$ cat src/rtl/mc_cpu.sv
// Multi-cycle MIPS-32 integer core: FETCH/DECODE/EXEC/MEM/WB over one shared
// ALU, with instruction and data traffic on a single valid/ready memory port.
module mc_cpu #(
  parameter logic [31:0] RESET_PC = 32'h0000_0000,
  parameter logic [4:0]  OUT_REG1 = 5'd2,
  parameter logic [4:0]  OUT_REG2 = 5'd4
) (
  input  logic        clk,
  input  logic        reset,
  output logic        mem_req,
  output logic        mem_we,
  output logic [31:0] mem_addr,
  output logic [31:0] mem_wdata,
  input  logic [31:0] mem_rdata,
  input  logic        mem_ready,
  output logic [31:0] output1,
  output logic [31:0] output2
);

  localparam logic [31:0] ALIGN_MASK = 32'hFFFF_FFFC;

  typedef enum logic [2:0] {
    S_FETCH  = 3'd0,
    S_DECODE = 3'd1,
    S_EXEC   = 3'd2,
    S_MEM    = 3'd3,
    S_WB     = 3'd4
  } state_t;

  typedef enum logic [3:0] {
    ALU_ADD  = 4'd0,
    ALU_SUB  = 4'd1,
    ALU_AND  = 4'd2,
    ALU_OR   = 4'd3,
    ALU_XOR  = 4'd4,
    ALU_NOR  = 4'd5,
    ALU_SLT  = 4'd6,
    ALU_SLTU = 4'd7,
    ALU_SLL  = 4'd8,
    ALU_SRL  = 4'd9,
    ALU_SRA  = 4'd10,
    ALU_LUI  = 4'd11
  } alu_op_t;

  typedef enum logic [3:0] {
    K_NOP  = 4'd0,
    K_ALU  = 4'd1,
    K_LW   = 4'd2,
    K_SW   = 4'd3,
    K_BEQ  = 4'd4,
    K_BNE  = 4'd5,
    K_J    = 4'd6,
    K_JAL  = 4'd7,
    K_JR   = 4'd8,
    K_JALR = 4'd9
  } kind_t;

  state_t      state;
  logic [31:0] pc;
  logic [31:0] ir;
  logic [31:0] a;
  logic [31:0] b;
  logic [31:0] mdr;
  logic [31:0] alu_out;
  logic [31:0] target;
  logic [31:0] rf [32];

  logic [5:0]  opcode;
  logic [4:0]  rs;
  logic [4:0]  rt;
  logic [4:0]  rd;
  logic [4:0]  shamt;
  logic [5:0]  funct;
  logic [15:0] imm;

  kind_t       kind;
  alu_op_t     dec_op;
  logic        use_imm;
  logic        zext;
  logic        use_shamt;
  logic [4:0]  wb_idx;
  logic [31:0] ext_imm;

  alu_op_t     alu_op;
  logic [31:0] alu_x;
  logic [31:0] alu_y;
  logic [31:0] alu_res;
  logic        alu_zero;
  logic        taken;
  logic [31:0] exec_next_pc;
  logic [31:0] wb_data;

  function automatic logic [31:0] alu_fn(input alu_op_t op, input logic [31:0] x,
                                         input logic [31:0] y);
    logic [31:0] r;
    case (op)
      ALU_ADD:  r = x + y;
      ALU_SUB:  r = x - y;
      ALU_AND:  r = x & y;
      ALU_OR:   r = x | y;
      ALU_XOR:  r = x ^ y;
      ALU_NOR:  r = ~(x | y);
      ALU_SLT:  r = ($signed(x) < $signed(y)) ? 32'd1 : 32'd0;
      ALU_SLTU: r = (x < y) ? 32'd1 : 32'd0;
      ALU_SLL:  r = y << x[4:0];
      ALU_SRL:  r = y >> x[4:0];
      ALU_SRA:  r = $signed(y) >>> x[4:0];
      ALU_LUI:  r = {y[15:0], 16'h0000};
      default:  r = x + y;
    endcase
    return r;
  endfunction

  assign opcode = ir[31:26];
  assign rs     = ir[25:21];
  assign rt     = ir[20:16];
  assign rd     = ir[15:11];
  assign shamt  = ir[10:6];
  assign funct  = ir[5:0];
  assign imm    = ir[15:0];

  assign ext_imm = zext ? {16'h0000, imm} : {{16{imm[15]}}, imm};

  // Instruction decode: operation class, ALU function, operand sources, write index
  always_comb begin
    kind      = K_NOP;
    dec_op    = ALU_ADD;
    use_imm   = 1'b0;
    zext      = 1'b0;
    use_shamt = 1'b0;
    wb_idx    = rd;
    case (opcode)
      6'h00: begin
        case (funct)
          6'h20, 6'h21: begin kind = K_ALU; dec_op = ALU_ADD;  end
          6'h22, 6'h23: begin kind = K_ALU; dec_op = ALU_SUB;  end
          6'h24:        begin kind = K_ALU; dec_op = ALU_AND;  end
          6'h25:        begin kind = K_ALU; dec_op = ALU_OR;   end
          6'h26:        begin kind = K_ALU; dec_op = ALU_XOR;  end
          6'h27:        begin kind = K_ALU; dec_op = ALU_NOR;  end
          6'h2a:        begin kind = K_ALU; dec_op = ALU_SLT;  end
          6'h2b:        begin kind = K_ALU; dec_op = ALU_SLTU; end
          6'h00:        begin kind = K_ALU; dec_op = ALU_SLL; use_shamt = 1'b1; end
          6'h02:        begin kind = K_ALU; dec_op = ALU_SRL; use_shamt = 1'b1; end
          6'h03:        begin kind = K_ALU; dec_op = ALU_SRA; use_shamt = 1'b1; end
          6'h08:        kind = K_JR;
          6'h09:        kind = K_JALR;
          default:      kind = K_NOP;
        endcase
      end
      6'h08, 6'h09: begin kind = K_ALU; dec_op = ALU_ADD;  use_imm = 1'b1; wb_idx = rt; end
      6'h0c: begin kind = K_ALU; dec_op = ALU_AND;  use_imm = 1'b1; zext = 1'b1; wb_idx = rt; end
      6'h0d: begin kind = K_ALU; dec_op = ALU_OR;   use_imm = 1'b1; zext = 1'b1; wb_idx = rt; end
      6'h0a: begin kind = K_ALU; dec_op = ALU_SLT;  use_imm = 1'b1; wb_idx = rt; end
      6'h0b: begin kind = K_ALU; dec_op = ALU_SLTU; use_imm = 1'b1; wb_idx = rt; end
      6'h0f: begin kind = K_ALU; dec_op = ALU_LUI;  use_imm = 1'b1; wb_idx = rt; end
      6'h23: begin kind = K_LW;  dec_op = ALU_ADD;  use_imm = 1'b1; wb_idx = rt; end
      6'h2b: begin kind = K_SW;  dec_op = ALU_ADD;  use_imm = 1'b1; end
      6'h04: begin kind = K_BEQ; dec_op = ALU_SUB; end
      6'h05: begin kind = K_BNE; dec_op = ALU_SUB; end
      6'h02: kind = K_J;
      6'h03: begin kind = K_JAL; wb_idx = 5'd31; end
      default: kind = K_NOP;
    endcase
  end

  // Shared ALU operand select: PC+4 in FETCH, branch target in DECODE, datapath in EXEC
  always_comb begin
    alu_op = ALU_ADD;
    alu_x  = pc;
    alu_y  = 32'd4;
    case (state)
      S_FETCH: begin
        alu_x = pc;
        alu_y = 32'd4;
      end
      S_DECODE: begin
        alu_x = pc;
        alu_y = {{14{imm[15]}}, imm, 2'b00};
      end
      S_EXEC: begin
        alu_op = dec_op;
        alu_x  = use_shamt ? {27'd0, shamt} : a;
        alu_y  = use_imm ? ext_imm : b;
      end
      default: begin
        alu_x = pc;
        alu_y = 32'd4;
      end
    endcase
  end

  assign alu_res  = alu_fn(alu_op, alu_x, alu_y);
  assign alu_zero = (alu_res == 32'd0);
  assign taken    = (kind == K_BEQ) ? alu_zero : ~alu_zero;

  // Program counter chosen at the end of EXEC
  always_comb begin
    exec_next_pc = pc;
    case (kind)
      K_BEQ, K_BNE: begin
        if (taken) exec_next_pc = target;
        else       exec_next_pc = pc;
      end
      K_J, K_JAL:   exec_next_pc = {pc[31:28], ir[25:0], 2'b00};
      K_JR, K_JALR: exec_next_pc = a;
      default:      exec_next_pc = pc;
    endcase
  end

  // Loads write back the memory word, everything else the latched result
  always_comb begin
    if (kind == K_LW) wb_data = mdr;
    else              wb_data = alu_out;
  end

  // Control FSM with registered memory-port outputs
  always_ff @(posedge clk) begin
    if (reset) begin
      state     <= S_FETCH;
      pc        <= RESET_PC;
      ir        <= 32'd0;
      a         <= 32'd0;
      b         <= 32'd0;
      mdr       <= 32'd0;
      alu_out   <= 32'd0;
      target    <= 32'd0;
      mem_req   <= 1'b0;
      mem_we    <= 1'b0;
      mem_addr  <= 32'd0;
      mem_wdata <= 32'd0;
    end else begin
      case (state)
        S_FETCH: begin
          // Coming out of reset the request is not yet up; raise it first.
          if (!mem_req) begin
            mem_req   <= 1'b1;
            mem_we    <= 1'b0;
            mem_addr  <= pc & ALIGN_MASK;
            mem_wdata <= 32'd0;
          end else if (mem_ready) begin
            mem_req <= 1'b0;
            ir      <= mem_rdata;
            pc      <= alu_res;
            state   <= S_DECODE;
          end
        end
        S_DECODE: begin
          a      <= rf[rs];
          b      <= rf[rt];
          target <= alu_res;
          state  <= S_EXEC;
        end
        S_EXEC: begin
          case (kind)
            K_ALU: begin
              alu_out <= alu_res;
              state   <= S_WB;
            end
            K_LW, K_SW: begin
              alu_out   <= alu_res;
              mem_req   <= 1'b1;
              mem_we    <= (kind == K_SW);
              mem_addr  <= alu_res & ALIGN_MASK;
              mem_wdata <= (kind == K_SW) ? b : 32'd0;
              state     <= S_MEM;
            end
            K_JAL, K_JALR: begin
              alu_out <= pc;
              pc      <= exec_next_pc;
              state   <= S_WB;
            end
            default: begin
              pc        <= exec_next_pc;
              mem_req   <= 1'b1;
              mem_we    <= 1'b0;
              mem_addr  <= exec_next_pc & ALIGN_MASK;
              mem_wdata <= 32'd0;
              state     <= S_FETCH;
            end
          endcase
        end
        S_MEM: begin
          if (mem_ready) begin
            if (mem_we) begin
              mem_req   <= 1'b1;
              mem_we    <= 1'b0;
              mem_addr  <= pc & ALIGN_MASK;
              mem_wdata <= 32'd0;
              state     <= S_FETCH;
            end else begin
              mem_req <= 1'b0;
              mdr     <= mem_rdata;
              state   <= S_WB;
            end
          end
        end
        S_WB: begin
          mem_req   <= 1'b1;
          mem_we    <= 1'b0;
          mem_addr  <= pc & ALIGN_MASK;
          mem_wdata <= 32'd0;
          state     <= S_FETCH;
        end
        default: begin
          mem_req <= 1'b0;
          state   <= S_FETCH;
        end
      endcase
    end
  end

  // Register file: written only in WB, $0 never written
  always_ff @(posedge clk) begin
    if (reset) begin
      for (int i = 0; i < 32; i++) rf[i] <= 32'd0;
    end else if (state == S_WB && wb_idx != 5'd0) begin
      rf[wb_idx] <= wb_data;
    end
  end

  assign output1 = rf[OUT_REG1];
  assign output2 = rf[OUT_REG2];

endmodule
$ cat config.mk
export PLATFORM = sky130hd
export DESIGN_NAME = mc_cpu
export DESIGN_NICKNAME = d
export VERILOG_FILES = /design/src/rtl/mc_cpu.sv
export SDC_FILE = /design/constraint.sdc
export NUM_CORES = 2
export LEC_CHECK = 0
export CORE_UTILIZATION = 49
export CTS_CLUSTER_SIZE = 28
export DETAILED_ROUTE_END_ITERATION = 8
export GPL_TIMING_DRIVEN = 1
export PLACE_DENSITY = 0.69
export SLEW_MARGIN = 20
export SYNTH_ARGS = -nofsm -noshare
export SYNTH_HDL_FRONTEND = slang
export SYNTH_SLANG_ARGS = --single-unit
$ cat constraint.sdc
create_clock -name clk -period 21.1 [get_ports clk]
set_input_delay 4.22 -clock clk [delete_from_list [all_inputs] [get_ports clk]]
set_output_delay 4.22 -clock clk [all_outputs]
set_load 0.03 [all_outputs]
Word level (Yosys, flattened, before mapping)
Memory sizes are Yosys's and may differ from the RTL's. A register that Yosys moved wholly into a read port is not among the register bits.
Index checks and enable logic that the tools add are counted.
{"block": "word_totals", "regBits": 229, "latch_bits": 0, "mem_bits_rw": 1024, "rom_bits": 0, "in_bits": 35, "out_inout_bits": 130, "word_cells": 182, "mem_count": 1}
{"memory": "rf", "words": 32, "width": 32, "rd": 4, "rd_clocked_by_memory_dff": 2, "wr": 32, "line_no": "66", "text": "logic [31:0] rf [32];"}
{"block": "op_classes", "addsub": 2, "mul": 0, "div": 0, "magnitude_cmp": 2, "eq_ne": 60, "shift": 3, "muxes": 62, "bitwise_logic": 7, "reduce_logical": 34}
{"op": "32-bit 2-to-1 mux", "n": 17}
{"op": "32-bit one-hot mux with 11 select lines", "n": 1}
{"op": "32-bit one-hot mux with 2 select lines", "n": 5}
{"op": "32-bit one-hot mux with 4 select lines", "n": 2}
{"op": "32-bit one-hot mux with 3 select lines", "n": 1}
{"op": "6-bit == test (second input constant)", "n": 12}
{"op": "32-bit < comparator", "n": 2}
{"op": "6-bit by 4-bit == test with 1-bit output (second input constant)", "n": 9}
{"op": "4-bit one-hot mux with 10 select lines", "n": 1}
{"op": "32-bit adder", "n": 1}
{"op": "32-bit AND", "n": 1}
{"op": "4-bit by 3-bit == test with 1-bit output (second input constant)", "n": 8}
{"op": "32-bit zero test", "n": 1}
{"op": "32-bit inverter", "n": 1}
{"op": "32-bit bitwise OR", "n": 1}
{"op": "4-bit one-hot mux with 8 select lines", "n": 1}
{"op": "32-bit OR reduction", "n": 1}
{"op": "32-bit by 5-bit left shift with 32-bit output", "n": 1}
{"op": "32-bit by 5-bit >> shifter with 32-bit output", "n": 1}
{"op": "32-bit by 5-bit >>> shifter with 32-bit output", "n": 1}
{"op": "32-bit subtractor", "n": 1}
{"op": "32-bit XOR", "n": 1}
{"op": "4-bit one-hot mux with 7 select lines", "n": 1}
{"op": "4-bit == test (second input constant)", "n": 6}
{"op": "39 further kinds", "n": 93}

Longest topological paths before layout
{"block": "depth", "depth_word": 16, "depth_mapped": 30}

Least setup slack after synthesis
OpenSTA, ideal clock, no wires.
{"block": "synth_timing", "path_type": "register to register", "start": "register state[0]", "end": "register pc[25]", "arrival_ns": 7.451, "required_ns": 21.021, "slack_ns": 13.570, "stages_incl_launch_ff": 29, "path_buffers": 9, "path_cell_list": "dfxtp_1 > clkbuf_1 > nor3b_2 > buf_2 > buf_2 > buf_1 > clkbuf_1 > and2_1 > clkbuf_1 > clkbuf_1 > a22oi_1 > ha_1 > clkbuf_1 > nor2b_1 > a31oi_1 > a2111oi_1 > a21oi_1 > o41ai_1 > a221o_1 > o22a_1 > a21oi_1 > a2111oi_0 > nand2_1 > nor4_2 > nand3_1 > buf_6 > o41a_1 > a31o_1 > a211oi_2"}
{"block": "synth_between", "elab_chain_cells": 12, "elab_cells_between_ends": 45}
{"element": "from (decl)", "line_no": "58", "text": "state_t state;"}
{"element": "from (signal assigned)", "line_no": "220", "text": "state <= S_FETCH;"}
{"element": "from (signal assigned)", "line_no": "245", "text": "state <= S_DECODE;"}
{"element": "from (signal assigned)", "line_no": "252", "text": "state <= S_EXEC;"}
{"element": "3-bit by 2-bit == test with 1-bit output or 3-bit by 1-bit == test with 1-bit output (tied branches)", "line_no": "172, 233"}
{"element": "32-bit one-hot mux with 2 select lines or 32-bit 2-to-1 mux (tied branches)", "line_no": "172", "text": "case (state)"}
{"element": "32-bit < comparator, or another cell as far along", "line_no": "104", "text": "ALU_SLTU: r = (x < y) ? 32'd1 : 32'd0;"}
{"element": "1-bit 2-to-1 mux, or another cell as far along", "line_no": "104"}
{"element": "32-bit one-hot mux with 11 select lines", "line_no": "96", "text": "case (op)"}
{"element": "32-bit zero test", "line_no": "194", "text": "assign alu_zero = (alu_res == 32'd0);"}
{"element": "1-bit inverter", "line_no": "195", "text": "assign taken = (kind == K_BEQ) ? alu_zero : ~alu_zero;"}
{"element": "1-bit 2-to-1 mux", "line_no": "195"}
{"element": "32-bit 2-to-1 mux", "line_no": "202", "text": "if (taken) exec_next_pc = target;"}
{"element": "32-bit one-hot mux with 3 select lines", "line_no": "200", "text": "case (kind)"}
{"element": "32-bit 2-to-1 mux", "line_no": "255", "text": "case (kind)"}
{"element": "32-bit one-hot mux with 2 select lines", "line_no": "233", "text": "case (state)"}
{"element": "to (signal assigned)", "line_no": "244", "text": "pc <= alu_res;"}
{"element": "to (signal assigned)", "line_no": "270", "text": "pc <= exec_next_pc;"}
{"element": "to (signal assigned)", "line_no": "274", "text": "pc <= exec_next_pc;"}
{"element": "to (decl)", "line_no": "59", "text": "logic [31:0] pc;"}
Parallel ways exist; a longest one is shown, timed or not. The select of a mux whose other input is x is not followed.
A chain may end at the register's enable or synchronous reset.

Final worst setup path
{"block": "layout_timing", "start": "register ir[29]", "end": "register mem_addr[8]"}
{"block": "layout_between", "elab_chain_cells": 16, "elab_cells_between_ends": 77}
{"element": "from (decl)", "line_no": "60", "text": "logic [31:0] ir;"}
{"element": "from (signal assigned)", "line_no": "243", "text": "ir <= mem_rdata;"}
{"element": "6-bit by 4-bit == test with 1-bit output", "line_no": "132", "text": "case (opcode)"}
{"element": "2-bit OR reduction (no line)"}
{"element": "1-bit 2-to-1 mux", "line_no": "132"}
{"element": "32-bit 2-to-1 mux", "line_no": "122", "text": "assign ext_imm = zext ? {16'h0000, imm} : {{16{imm[15]}}, imm};"}
{"element": "32-bit 2-to-1 mux", "line_no": "184", "text": "alu_y = use_imm ? ext_imm : b;"}
{"element": "32-bit one-hot mux with 2 select lines", "line_no": "172"}
{"element": "32-bit < comparator, or another cell as far along", "line_no": "104"}
{"element": "1-bit 2-to-1 mux, or another cell as far along", "line_no": "104"}
{"element": "32-bit one-hot mux with 11 select lines", "line_no": "96"}
{"element": "32-bit zero test", "line_no": "194"}
{"element": "1-bit inverter", "line_no": "195"}
{"element": "1-bit 2-to-1 mux", "line_no": "195"}
{"element": "32-bit 2-to-1 mux", "line_no": "202"}
{"element": "32-bit one-hot mux with 3 select lines", "line_no": "200"}
{"element": "32-bit one-hot mux with 2 select lines", "line_no": "255"}
{"element": "32-bit one-hot mux with 4 select lines", "line_no": "233"}
{"element": "to (signal assigned)", "line_no": "239", "text": "mem_addr <= pc & ALIGN_MASK;"}
{"element": "to (signal assigned)", "line_no": "264", "text": "mem_addr <= alu_res & ALIGN_MASK;"}
{"element": "to (signal assigned)", "line_no": "277", "text": "mem_addr <= exec_next_pc & ALIGN_MASK;"}
{"element": "to (decl)", "line_no": "12", "text": "output logic [31:0] mem_addr,"}
Parallel ways exist; a longest one is shown, timed or not. The select of a mux whose other input is x is not followed.

==> impl_metrics.yaml <==
worst_setup_path:
  reg2reg_depth: 23
  crit_path_end_kind: "register"
  cp-start-kind: "register"
  cp.required_ns: 21.77
  path_max_fanout: 36
  criticalPathCategory: "register to register"
  arrival_ns: 10.28
timing:
  rsz0062_at_grt: "no"
  hold_slack_ns: 0.470
  tightest_slew_ns: 1.29
  relSlewSlack_pct: 14.0
  finalSetupTns_ns: 0
  hold_viol: 0
  fin_crit_sh_pct: 45.5
  fmax_mhz: 104
  skew_ns: 0.0562
  finalWorstPathRequiredPeriod_ns: 9.61
  finalSetupViolations: 0
  timing_max_transition_violations_final: 0
die:
  rows: 145
  pin_count: 165
  die_w_um: 398
  die_h_um: 398
  start_util_pct: 49.4
  die-area_um2: 159000
  fp.coreArea_um2: 156000
synthesis:
  synthDistinctLibCells: 108
  synth-edff-count: 1024
  synth_warnings: 0
  async_flop_share_pct: 0
  ys_ff_latch: 1315
  yosysSeqAreaShare_pct: 47.5
  synth_area_per_cell_um2: 11.6
  netlist_area_um2: 77000
  syn-instance-count: 6633
  synth_ff_type: "edfxtp_1"
grt:
  grt_use_met1_pct: 54.0
  met2_usage_pct: 67.0
  use_met3_pct: 12.0
  grt_usage_pct: 44.3
  busiest_layer: "met2"
  antenna_found_initial: 14
  grt_pass1_wl_mm: 486
  gr-total-overflow: 0
  grt_max_degree: 162
  grt_pass1_vias: 61100
power_and_ir_drop:
  ir_drop_v: 0.0000778
  p_leak_nw: 27.6
  power_density_nw_per_um2: 80.5
  combPwrFrac_pct: 20.8
  p_int_mw: 4.77
  power.switching_fraction_pct: 31.3
  pwr-share-clk_pct: 35.9
  p_switching_mw: 2.17
  seq_power_share_pct: 43.3
clock_tree:
  cts-hold-fix-buffers: 0
  cts_tree: "built"
  cts-root-buf: "clkbuf_16"
  cts_max_level: 4
  clk_latency_ns: 0.83
  cts.sink_count: 1315
  clk_pin_slew_ns: 0.06
  cts_buffer_depth: 3
  cts_made_buffers: 141
  post-cts-setup-buffers: 0
  cts_resized: 0
routing:
  routed_wl_mm: 356
  vias: 64000
  drc: 0
  dr.pass1.iters: 8
  via_per_inst: 7.33
  ant_nets: 0
  wl_per_cell_um: 40.7
  drt-initial-drc-count: 10600
placed_design:
  gp_congestion: 1.07
  hpwl_mm: 234
  placed_cells: 8458
  io_buffers: 162
  place_area_um2: 81400
cells_and_area:
  nFillCells: 12900
  nets: 6702
  final_cells: 8735
  stdcell_area_um2: 86300
  area_growth_pct: 12.0
  drive_gt1_share_pct: 19.8
min_path:
  min_path_type: "register to register"
  whs_path_depth: 2
run:
  drv_cap: 0
run_status:
  status: "finished, final reports clean"
layer usage:
metal | up-vias | wire [um]
li1 | 25400 | -
met1 | 31900 | 120000
met2 | 5461 | 158000
met3 | 1277 | 43800
met4 | 10 | 34200
met5 | - | 71
stage by stage:
stage / worst slack (ns) / total power [mW] / util (%)
after floorplan: 13.57 / 3.85 / -
after global placement: 12.08 / 4.44 / 52.2
after detailed placement: 11.95 / 4.44 / 52.2
after CTS: 11.89 / 6.87 / 55.1
after global routing: 10.96 / 7.07 / 55.3
final: 11.49 / 6.94 / 55.3
logic make-up after synthesis:
family | after synthesis | share of synthesized area, %
muxes | 883 | 22.1
other | 1 | 0.00487
AOI/OAI and AO/OA | 1217 | 11.6
and+or+nand+nor | 2290 | 12.6
adders and majority gates | 116 | 1.90
buffers and inverters | 771 | 3.84
DFF | 1315 | 47.5
xor gates and xnor gates | 40 | 0.455
cell type report:
cell class	instances	area, um^2	area share [%]
inverter	117	439	0.509
timing repair buffer	396	3580	4.15
antenna	10	25.0	0.0290
clock inverter	63	756	0.876
sequential	1315	36600	42.4
clock buffer	196	3850	4.46
multi-input combinational	4580	38400	44.5
tap	2058	2570	2.99
synthesized netlist by cell type (all sizes together) (77+ instances only):
| master | instances | area (um^2) |
|---|---|---|
| a211oi | 144 | 1100 |
| a21oi | 258 | 1290 |
| buf | 115 | 498 |
| clkbuf | 539 | 2020 |
| dfxtp | 291 | 5830 |
| edfxtp | 1024 | 30700 |
| ha | 114 | 1430 |
| inv | 117 | 439 |
| mux2i | 191 | 1920 |
| mux4 | 649 | 14600 |
| nand2 | 427 | 1600 |
| nand3 | 77 | 385 |
| nor2 | 1395 | 5240 |
| nor3 | 137 | 697 |
| o21ai | 96 | 480 |
path summary, 6_finish.rpt:
| check | start | end | slack (ns) |
|---|---|---|---|
| min reg2reg | target[4]$_SDFFE_PP0P_ | target[4]$_SDFFE_PP0P_ | 0.47 |
| min | target[4]$_SDFFE_PP0P_ | target[4]$_SDFFE_PP0P_ | 0.47 |
| max reg2reg | ir[29]$_SDFFE_PP0P_ | mem_addr[8]$_SDFFE_PP0P_ | 11.49 |
| max | ir[29]$_SDFFE_PP0P_ | mem_addr[8]$_SDFFE_PP0P_ | 11.49 |
cells in the final DEF (no fill, tap or decap), drive strengths merged, types with 29 or more instances in the layout:
cell type         n
nor2           1395
edfxtp         1024
mux4            649
nand2           427
dfxtp           291
a21oi           258
buf             231
clkbuf          200
mux2i           191
clkdlybuf4s50   161
a211oi          144
nor3            137
inv             118
ha              114
o21ai            96
nand3            77
a311oi           74
a22oi            72
o211ai           60
o22ai            58
nor4             54
clkinv           54
mux2             43
a221oi           36
nor2b            34
conb             34
o41ai            34
a31oi            33
a221o            31
a222oi           30
a21o             29
power groups by stage:
| stage | sequential [mW] | combinational, mW | clock [mW] |
|---|---|---|---|
| after floorplan | 3.00 | 0.851 | 0 |
| after global placement | 3.04 | 1.40 | 0 |
| after detailed placement | 3.05 | 1.39 | 0 |
| after CTS | 3.00 | 1.39 | 2.49 |
| after global routing | 3.01 | 1.48 | 2.59 |
| final | 3.00 | 1.44 | 2.49 |
state kept, by name, summed over array words and instances (netlist names):
name	count
mdr	32
mem_we	1
alu_out	32
target	32
pc	32
mem_addr	30
mem_req	1
mem_wdata	32
a	32
ir	32
state	3
rf	1024
b	32
critical path, cell delays in order, from the launching register on:
cell and delay, ns:
dfxtp_1 0.85, nand2b_1 0.53, o211a_1 0.36, buf_4 0.25
nor2_1 0.33, mux2i_1 0.84, ha_1 0.40, fa_1 0.29
a211o_1 0.19, a211oi_1 0.15, a2111oi_1 0.46, buf_4 0.21
a21oi_1 0.09, o41ai_1 0.90, a221o_1 0.38, o22a_1 0.15
a21oi_1 0.06, a2111oi_0 0.36, nand2_1 0.26, nor4_2 0.44
nand3_2 0.80, o41ai_1 0.79, a311oi_1 0.10, nor4_1 0.28
No activity file was read; power rests on OpenSTA's default activity.
